===== config.mk =====
export PLATFORM = sky130hd
export DESIGN_NAME = halt_dump_monitor
export DESIGN_NICKNAME = d
export VERILOG_FILES = /design/src/rtl/halt_dump_monitor.sv
export SDC_FILE = /design/constraint.sdc
export NUM_CORES = 1
export LEC_CHECK = 0
export BUFFER_PORTS_ARGS = -buffer_cell sky130_fd_sc_hd__buf_4
export CORE_ASPECT_RATIO = 1.4
export CORE_UTILIZATION = 45
export CTS_BUF_LIST = sky130_fd_sc_hd__clkbuf_4 sky130_fd_sc_hd__clkbuf_8
export DETAILED_ROUTE_END_ITERATION = 8
export PLACE_DENSITY = 0.73
export SYNTH_ARGS = -nofsm -noshare
export SYNTH_HDL_FRONTEND = slang
export SYNTH_SLANG_ARGS = --single-unit

===== constraint.sdc =====
create_clock -name clk -period 6.5 [get_ports clk]
set_input_delay 0.325 -clock clk [delete_from_list [all_inputs] [get_ports clk]]
set_output_delay 0.325 -clock clk [all_outputs]
set_load 0.03 [all_outputs]

===== src/rtl/halt_dump_monitor.sv =====
// halt_dump_monitor: watches the retiring PC of the single-cycle core, detects
// end of program (PC match, PC stall, cycle timeout) and then streams every
// architectural register out over a valid/ready channel via the core's
// reg_sel/reg_data debug port.
// Optional feature macro DUMP_PC_EN: appends one beat carrying the halt PC
// (dump_idx = NREG) after the last register.
module halt_dump_monitor #(
   parameter int              XLEN        = 32,
   parameter int              NREG        = 32,
   parameter logic [XLEN-1:0] HALT_PC     = 32'h0000_0310,
   parameter int              STALL_LIMIT = 3,
   parameter int              TIMEOUT     = 1000,
   localparam int             IW          = $clog2(NREG) + 1
) (
   input  logic            clk,
   input  logic            rst,
   input  logic [XLEN-1:0] pc,
   input  logic            pc_valid,
   output logic [IW-2:0]   reg_sel,
   input  logic [XLEN-1:0] reg_data,
   output logic            dump_valid,
   input  logic            dump_ready,
   output logic [IW-1:0]   dump_idx,
   output logic [XLEN-1:0] dump_data,
   output logic            halted,
   output logic [1:0]      halt_cause,
   output logic [31:0]     cycle_cnt,
   output logic            done
);

   typedef enum logic [1:0] {ST_RUN, ST_LOAD, ST_SHOW, ST_DONE} state_t;

   localparam logic [IW-1:0] LAST_REG     = IW'(NREG - 1);
`ifdef DUMP_PC_EN
   localparam logic [IW-1:0] LAST_BEAT    = IW'(NREG);
`else
   localparam logic [IW-1:0] LAST_BEAT    = LAST_REG;
`endif
   localparam logic [31:0]   STALL_LIM    = 32'(STALL_LIMIT);
   localparam logic [31:0]   TIMEOUT_LAST = 32'(TIMEOUT - 1);

   state_t          state_q, state_d;
   logic [IW-1:0]   idx_q, idx_d;
   logic [XLEN-1:0] last_pc_q, last_pc_d;
   logic            seen_q, seen_d;
   logic [31:0]     stall_cnt_q, stall_cnt_d;
   logic [31:0]     cycle_cnt_q, cycle_cnt_d;
   logic            halted_q, halted_d;
   logic [1:0]      cause_q, cause_d;
   logic            done_q, done_d;
   logic [IW-1:0]   dump_idx_q, dump_idx_d;
   logic [XLEN-1:0] dump_data_q, dump_data_d;

   logic hit_pc, hit_repeat, hit_stall, hit_timeout;

   // Halt trigger conditions; only acted upon while in RUN
   always_comb begin
      hit_pc      = pc_valid && (pc == HALT_PC);
      hit_repeat  = pc_valid && seen_q && (pc == last_pc_q);
      hit_stall   = hit_repeat && ((stall_cnt_q + 32'd1) >= STALL_LIM);
      hit_timeout = (cycle_cnt_q == TIMEOUT_LAST);
   end

   // Next-state logic: halt detection in RUN, then LOAD/SHOW per dumped beat
   always_comb begin
      state_d     = state_q;
      idx_d       = idx_q;
      last_pc_d   = last_pc_q;
      seen_d      = seen_q;
      stall_cnt_d = stall_cnt_q;
      cycle_cnt_d = cycle_cnt_q;
      halted_d    = halted_q;
      cause_d     = cause_q;
      done_d      = done_q;
      dump_idx_d  = dump_idx_q;
      dump_data_d = dump_data_q;
      unique case (state_q)
         ST_RUN: begin
            if (pc_valid) begin
               last_pc_d   = pc;
               seen_d      = 1'b1;
               stall_cnt_d = hit_repeat ? (stall_cnt_q + 32'd1) : 32'd0;
            end
            if (hit_pc || hit_stall || hit_timeout) begin
               // cycle_cnt freezes on the trigger edge
               halted_d = 1'b1;
               if (hit_pc)         cause_d = 2'b01;
               else if (hit_stall) cause_d = 2'b10;
               else                cause_d = 2'b11;
               idx_d   = '0;
               state_d = ST_LOAD;
            end else if (cycle_cnt_q != 32'hFFFF_FFFF) begin
               cycle_cnt_d = cycle_cnt_q + 32'd1;
            end
         end
         ST_LOAD: begin
            dump_idx_d = idx_q;
            // x0 is hardwired zero; never trust the port for it
            if (idx_q == '0) begin
               dump_data_d = '0;
`ifdef DUMP_PC_EN
            end else if (idx_q == LAST_BEAT) begin
               dump_data_d = last_pc_q;
`endif
            end else begin
               dump_data_d = reg_data;
            end
            state_d = ST_SHOW;
         end
         ST_SHOW: begin
            if (dump_ready) begin
               if (idx_q == LAST_BEAT) begin
                  done_d  = 1'b1;
                  state_d = ST_DONE;
               end else begin
                  idx_d   = idx_q + IW'(1);
                  state_d = ST_LOAD;
               end
            end
         end
         ST_DONE: begin
            state_d = ST_DONE;
         end
         default: begin
            state_d = ST_RUN;
         end
      endcase
   end

   // Debug-port select follows the beat index; the PC beat keeps the last register selected
   always_comb begin
      reg_sel = idx_q[IW-2:0];
      if (idx_q > LAST_REG) reg_sel = LAST_REG[IW-2:0];
   end

   // State registers with asynchronous clear
   always_ff @(posedge clk or posedge rst) begin
      if (rst) begin
         state_q     <= ST_RUN;
         idx_q       <= '0;
         last_pc_q   <= '0;
         seen_q      <= 1'b0;
         stall_cnt_q <= '0;
         cycle_cnt_q <= '0;
         halted_q    <= 1'b0;
         cause_q     <= 2'b00;
         done_q      <= 1'b0;
         dump_idx_q  <= '0;
         dump_data_q <= '0;
      end else begin
         state_q     <= state_d;
         idx_q       <= idx_d;
         last_pc_q   <= last_pc_d;
         seen_q      <= seen_d;
         stall_cnt_q <= stall_cnt_d;
         cycle_cnt_q <= cycle_cnt_d;
         halted_q    <= halted_d;
         cause_q     <= cause_d;
         done_q      <= done_d;
         dump_idx_q  <= dump_idx_d;
         dump_data_q <= dump_data_d;
      end
   end

   assign dump_valid = (state_q == ST_SHOW);
   assign dump_idx   = dump_idx_q;
   assign dump_data  = dump_data_q;
   assign halted     = halted_q;
   assign halt_cause = cause_q;
   assign cycle_cnt  = cycle_cnt_q;
   assign done       = done_q;

endmodule


[Yosys cells after proc, flatten, opt, wreduce, memory -nomap -nowiden]
Index checks and enable logic that the tools add are counted.
Word-level totals
  register bits after elaboration: 147
  bits of input ports: 68
  output and inout port bits: 80
  logic and storage cells: 56
Cells by class
  $add $sub $neg: 3
  order comparisons: 2
  equal/unequal tests: 11
  multiplexer cells: 13
  bitwise operators: 1
  reductions and logical operators: 15
Operators with widths (count)
  adder 32 x 1 -> 32 bit, second input constant: 2
  == test 32 x 10 -> 1 bit, second input constant: 2
  two-way mux 32 bit: 2
  == test 32 bit: 1
  >= comparator 32 x 2 -> 1 bit, second input constant: 1
  inequality test 32 bit, second input constant: 1
  two-way mux 6 bit: 3
  case mux 6 bit (2 select lines): 1
  two-way mux 2 bit: 4
  case mux 2 bit (4 select lines): 1
  adder 6 x 1 -> 6 bit, second input constant: 1
  == test 6 x 5 -> 1 bit, second input constant: 1
  greater-than comparator 6 x 5 -> 1 bit, second input constant: 1
  zero test 6 bit: 1
  AND reduction 2 bit: 3
  AND reduction 3 bit: 2
  two-way mux 5 bit: 1
  == test 2 bit, second input constant: 2
  logical AND 1 bit: 4
  inequality test 2 bit, second input constant: 2
  AND reduction 4 bit: 1
  == test 2 x 1 -> 1 bit, second input constant: 1
  zero test 2 bit: 1
  logical OR 1 bit: 2
  4 further kinds: 4

[Longest topological paths before layout]
  depth after elaboration: 7
  mapped depth: 11
  gate-level depth less buffers: 9

[Least setup slack after synthesis]
No wires, ideal clock.
  path type: register to register
  from: reg stall_cnt_q[0]
  to: reg cycle_cnt_q[10], in the netlist cycle_cnt[10]
  library setup time: 0.136 ns
  arrival time: 3.070 ns
  data required time: 6.364 ns
  setup slack: 3.294 ns
  stages on the path, launching flop included: 11
  path buffers: 1
  clock period less this slack: 3.206 ns
  cells stage by stage: dfrtp_1 -> ha_1 -> nand4_1 -> nor3_1 -> nor4b_1 -> xnor2_1 -> o2111ai_1 -> o41a_1 -> buf_6 -> or4_4 -> xnor2_2
Between the ends
  cells in the longest elaborated chain, start to end: 7
Ends and longest elaborated chain
  start: declaration: line 46  | logic [31:0] stall_cnt_q, stall_cnt_d;
  start signal: assignment: line 155  | stall_cnt_q <= stall_cnt_d;
  adder 32 x 1 -> 32 bit: line 60  | hit_stall = hit_repeat && ((stall_cnt_q + 32'd1) >= STALL_LIM);
  >= comparator 32 x 2 -> 1 bit: line 60
  logical AND 1 bit: line 60
  logical OR 1 bit (2 in series): line 84  | if (hit_pc || hit_stall || hit_timeout) begin
  NOT 1 bit (no line)
  AND reduction 3 bit (no line)
  end signal: assignment: line 156  | cycle_cnt_q <= cycle_cnt_d;
  end: declaration: line 47  | logic [31:0] cycle_cnt_q, cycle_cnt_d;
No other way between the ends.
A chain may end at the register's enable or synchronous reset.

[Worst setup path after layout]
  from: reg stall_cnt_q[1]
  to: reg cycle_cnt_q[10], in the netlist cycle_cnt[10]
Same word-level chain as after synthesis.

==> impl_metrics.ini <==
[yosys]
ys_warn_count = 0
netlist_top_cells_area = sky130_fd_sc_hd__dfrtp_1 (48%), sky130_fd_sc_hd__xnor2_1 (5.7%), sky130_fd_sc_hd__mux2_2 (5.6%)
synth.avg_cell_area_um2 = 10.1
total_nets_after_synthesis = 832
ys_dominant_reg_cell = sky130_fd_sc_hd__dfrtp_1
synthesis.instances = 759
synth.distinct_cells = 49
seq_area_frac_synth_pct = 47.8
synth_commonest_cells = sky130_fd_sc_hd__dfrtp_1 (147), sky130_fd_sc_hd__o21ai_0 (50), sky130_fd_sc_hd__xnor2_1 (50), sky130_fd_sc_hd__nor2_1 (41)
synthArstFlopShare_pct = 100
synthesis.area_mm2 = 0.00770
post-synth-top-count-cell = sky130_fd_sc_hd__dfrtp_1
synth_top_cell_area_share_pct = 47.8
synth_largest_area_cell = sky130_fd_sc_hd__dfrtp_1
number_of_synthesized_flops_with_an_enable_pin = 0
synth-seq-cells = 147

[grt]
groute.usage.overall_pct = 21.9
grt_max_degree = 79
grt_antenna_before_repair = 0
final_global_route_overflow_total = 0
grt_pass1_vias = 6156
wire_length_of_the_first_global_routing_pass_um = 30800

[pwr]
power_switching_share_pct = 25.9
p_seq_share_pct = 54.4
ir_worst_vdd_v = 0.000126
power.static_leakage_nw = 4.12
netSwitchingPower_uw = 452
pwr-share-comb_pct = 7.0
powerDensity_mw_per_mm2 = 186
intPower_mw = 1.29
fin_total_pwr_mw = 1.74
clock_power_share_pct = 38.6

[flow_run]
maxCapViolations = 0

[detailed_routing]
detailed_route_vias_per_instance = 5.85
num_vias = 6462
drt_iter0_drc = 393
routed_wl_um = 18800
antenna_violating_nets_remaining = 0
wire_per_inst_um = 17.1
drt-pass1-iter-count = 5
detail_route.drc_violations = 0

[cts]
cts_resized = 0
clk-insertion-delay-late_ns = 0.46
tritoncts.num_buffers = 17
clk_tree_root_cell = sky130_fd_sc_hd__clkbuf_8
cts.path.max_buffers = 2
tritoncts = built
cts.clk_slew.worst_paths_ns = 0.09
htree_levels = 4
clock_sink_count = 147

[timing]
slew-limit-headroom_pct = 35.6
setup_violations_final = 0
final_worst_path_cycle_share_pct = 56.2
grt_setup_unrepaired = no
hold_slack_ns = 0.0747
worst_pin_slew_ns = 0.967
timing.final.hold_violations = 0
timing.clock.skew_ns = 0.0136
finalSetupTns_ns = 0
highest_achievable_clock_rate_mhz = 274
report.final.slew_viol_count = 0
layout_min_cycle_time_ns = 3.66

[cells_and_area]
multi_input_area_mm2 = 0.00381
fraction_of_final_layout_cells_with_drive_strength_greater_than_1_pct = 27.3
syn2layout_area_growth_pct = 21.4
final_net_count = 961
filler_cell_count = 1487
seq_area_mm2 = 0.00368
n_antenna_cell = 0

[die]
dieWidth_um = 113
die_h_um = 157
initial_core_util_pct = 46.0
core_mm2 = 0.0167
total_die_area_mm2 = 0.0176
fp-row-count = 56
pin_count = 148

[placement]
dp_hpwl_um = 13400
place.port_buffers = 147
place_congestion = 0.831

[setup_path]
critPathRequiredTime_ns = 6.84
cp-start-kind = flip-flop
crit_arrival_ns = 4.00
worst-setup-path-type = flip-flop to flip-flop
crit_fanout = 11
timing.critical_path.to_type = flip-flop

[worst_hold_path]
timing.hold.worst.class = input pin to flip-flop

[status]
status = completed
## sequential cells by signal (all words and copies together), names as in the netlist
register	cells
cycle_cnt	32
stall_cnt_q	32
halt_cause	2
seen_q	1
dump_idx	6
halted	1
dump_data	32
done	1
last_pc_q	32
idx_q	6
state_q	2
## cell families after synthesis
family / after synthesis / synth area share [%]
AND/OR/NAND/NOR: 286 / 20.6
AO/OA/AOI/OAI: 148 / 13.2
flip-flops: 147 / 47.8
XOR/XNOR: 74 / 8.51
buffers and inverters: 57 / 2.99
multiplexers: 42 / 6.09
adder cells (fa/ha/maj): 5 / 0.812
## placed cells by master (no fill, tap or decap), drive strengths merged, types with 3 or more instances in the layout
cell type / count
buf: 156
dfrtp: 147
xnor2: 51
o21ai: 50
nor2: 41
nand3: 39
mux2: 39
nand2: 38
nand4: 37
a22o: 32
xor2: 23
o31ai: 23
nor3: 23
and3: 23
nor4: 19
clkbuf: 19
a21oi: 14
inv: 14
and4: 13
nand2b: 11
or2: 10
and2: 10
o41ai: 8
clkinv: 8
a22oi: 7
or3: 5
ha: 5
nor2b: 4
nor4b: 4
or4: 4
mux2i: 3
nor3b: 3
## critical path: stages (launching register included)
cell,delay [ns]
sky130_fd_sc_hd__dfrtp_1,0.48
sky130_fd_sc_hd__ha_1,0.31
sky130_fd_sc_hd__and4_1,0.33
sky130_fd_sc_hd__nand3_1,0.24
sky130_fd_sc_hd__nor3_1,0.41
sky130_fd_sc_hd__and3_1,0.23
sky130_fd_sc_hd__o2111ai_1,0.18
sky130_fd_sc_hd__o41a_1,0.63
sky130_fd_sc_hd__or4_4,0.59
sky130_fd_sc_hd__xnor2_2,0.14
## power by group through the flow
stage | combinational [mW] | clock (mW) | sequential [mW]
6_report | 0.122 | 0.672 | 0.946
5_1_grt | 0.136 | 0.731 | 0.949
4_1_cts | 0.125 | 0.689 | 0.946
3_5_place_dp | 0.124 | 0 | 0.965
3_3_place_gp | 0.122 | 0 | 0.963
2_1_floorplan | 0.0690 | 0 | 0.962
## layer usage
layer | GRT usage, % | vias to the layer above | part of all wire [%] | wire length (um)
met1 | 26.9 | 3203 | 42 | 7820
li1 | - | 3067 | - | -
met5 | 0 | - | 0 | 0
met2 | 37.7 | 156 | 52 | 9890
met4 | 9.21 | 0 | 2.4 | 454
met3 | 3.76 | 36 | 3.6 | 677
## metrics by stage
stage / setup slack [ns] / util, % / std cells / cell area, um2
after detailed placement: 2.88 / 53.5 / 1071 / 8960
after CTS: 2.86 / 55.8 / 1104 / 9350
final: 2.84 / 55.8 / 1104 / 9350
after global routing: 2.59 / 55.8 / 1104 / 9350
after global placement: 2.94 / 53.5 / 1071 / 8960
after floorplan: 2.22 / - / 759 / 7700
## worst paths after layout
path / start / end / slack [ns] / depth (start not counted)
worst min register to register: seen_q / seen_q / 0.48 / 1
worst max-delay path: stall_cnt_q[1] / cycle_cnt[10] / 2.84 / 9
worst max register to register: stall_cnt_q[1] / cycle_cnt[10] / 2.84 / 9
worst min-delay path: reg_data[23] / dump_data[23] / 0.07 / 2
min in group asynchronous: rst / dump_data[26] / 0.51 / 3
max in group asynchronous: rst / stall_cnt_q[18] / 4.57 / 4
## what timing repair did
action / 4_1_cts / 5_1_grt
setup buffers: 0 / 0
hold buffers: 1 / 0
hold endpoints to repair: 69 / 0
## cell type report
type | instances | share of cell area (%)
clock inverter | 13 | 1.31
tap | 203 | 2.72
timing repair buffer | 157 | 12.6
inverter | 10 | 0.455
multi-input combinational | 555 | 40.8
sequential | 147 | 39.4
clock buffer | 19 | 2.73
Note: power is estimated with default switching activity, not from simulation.
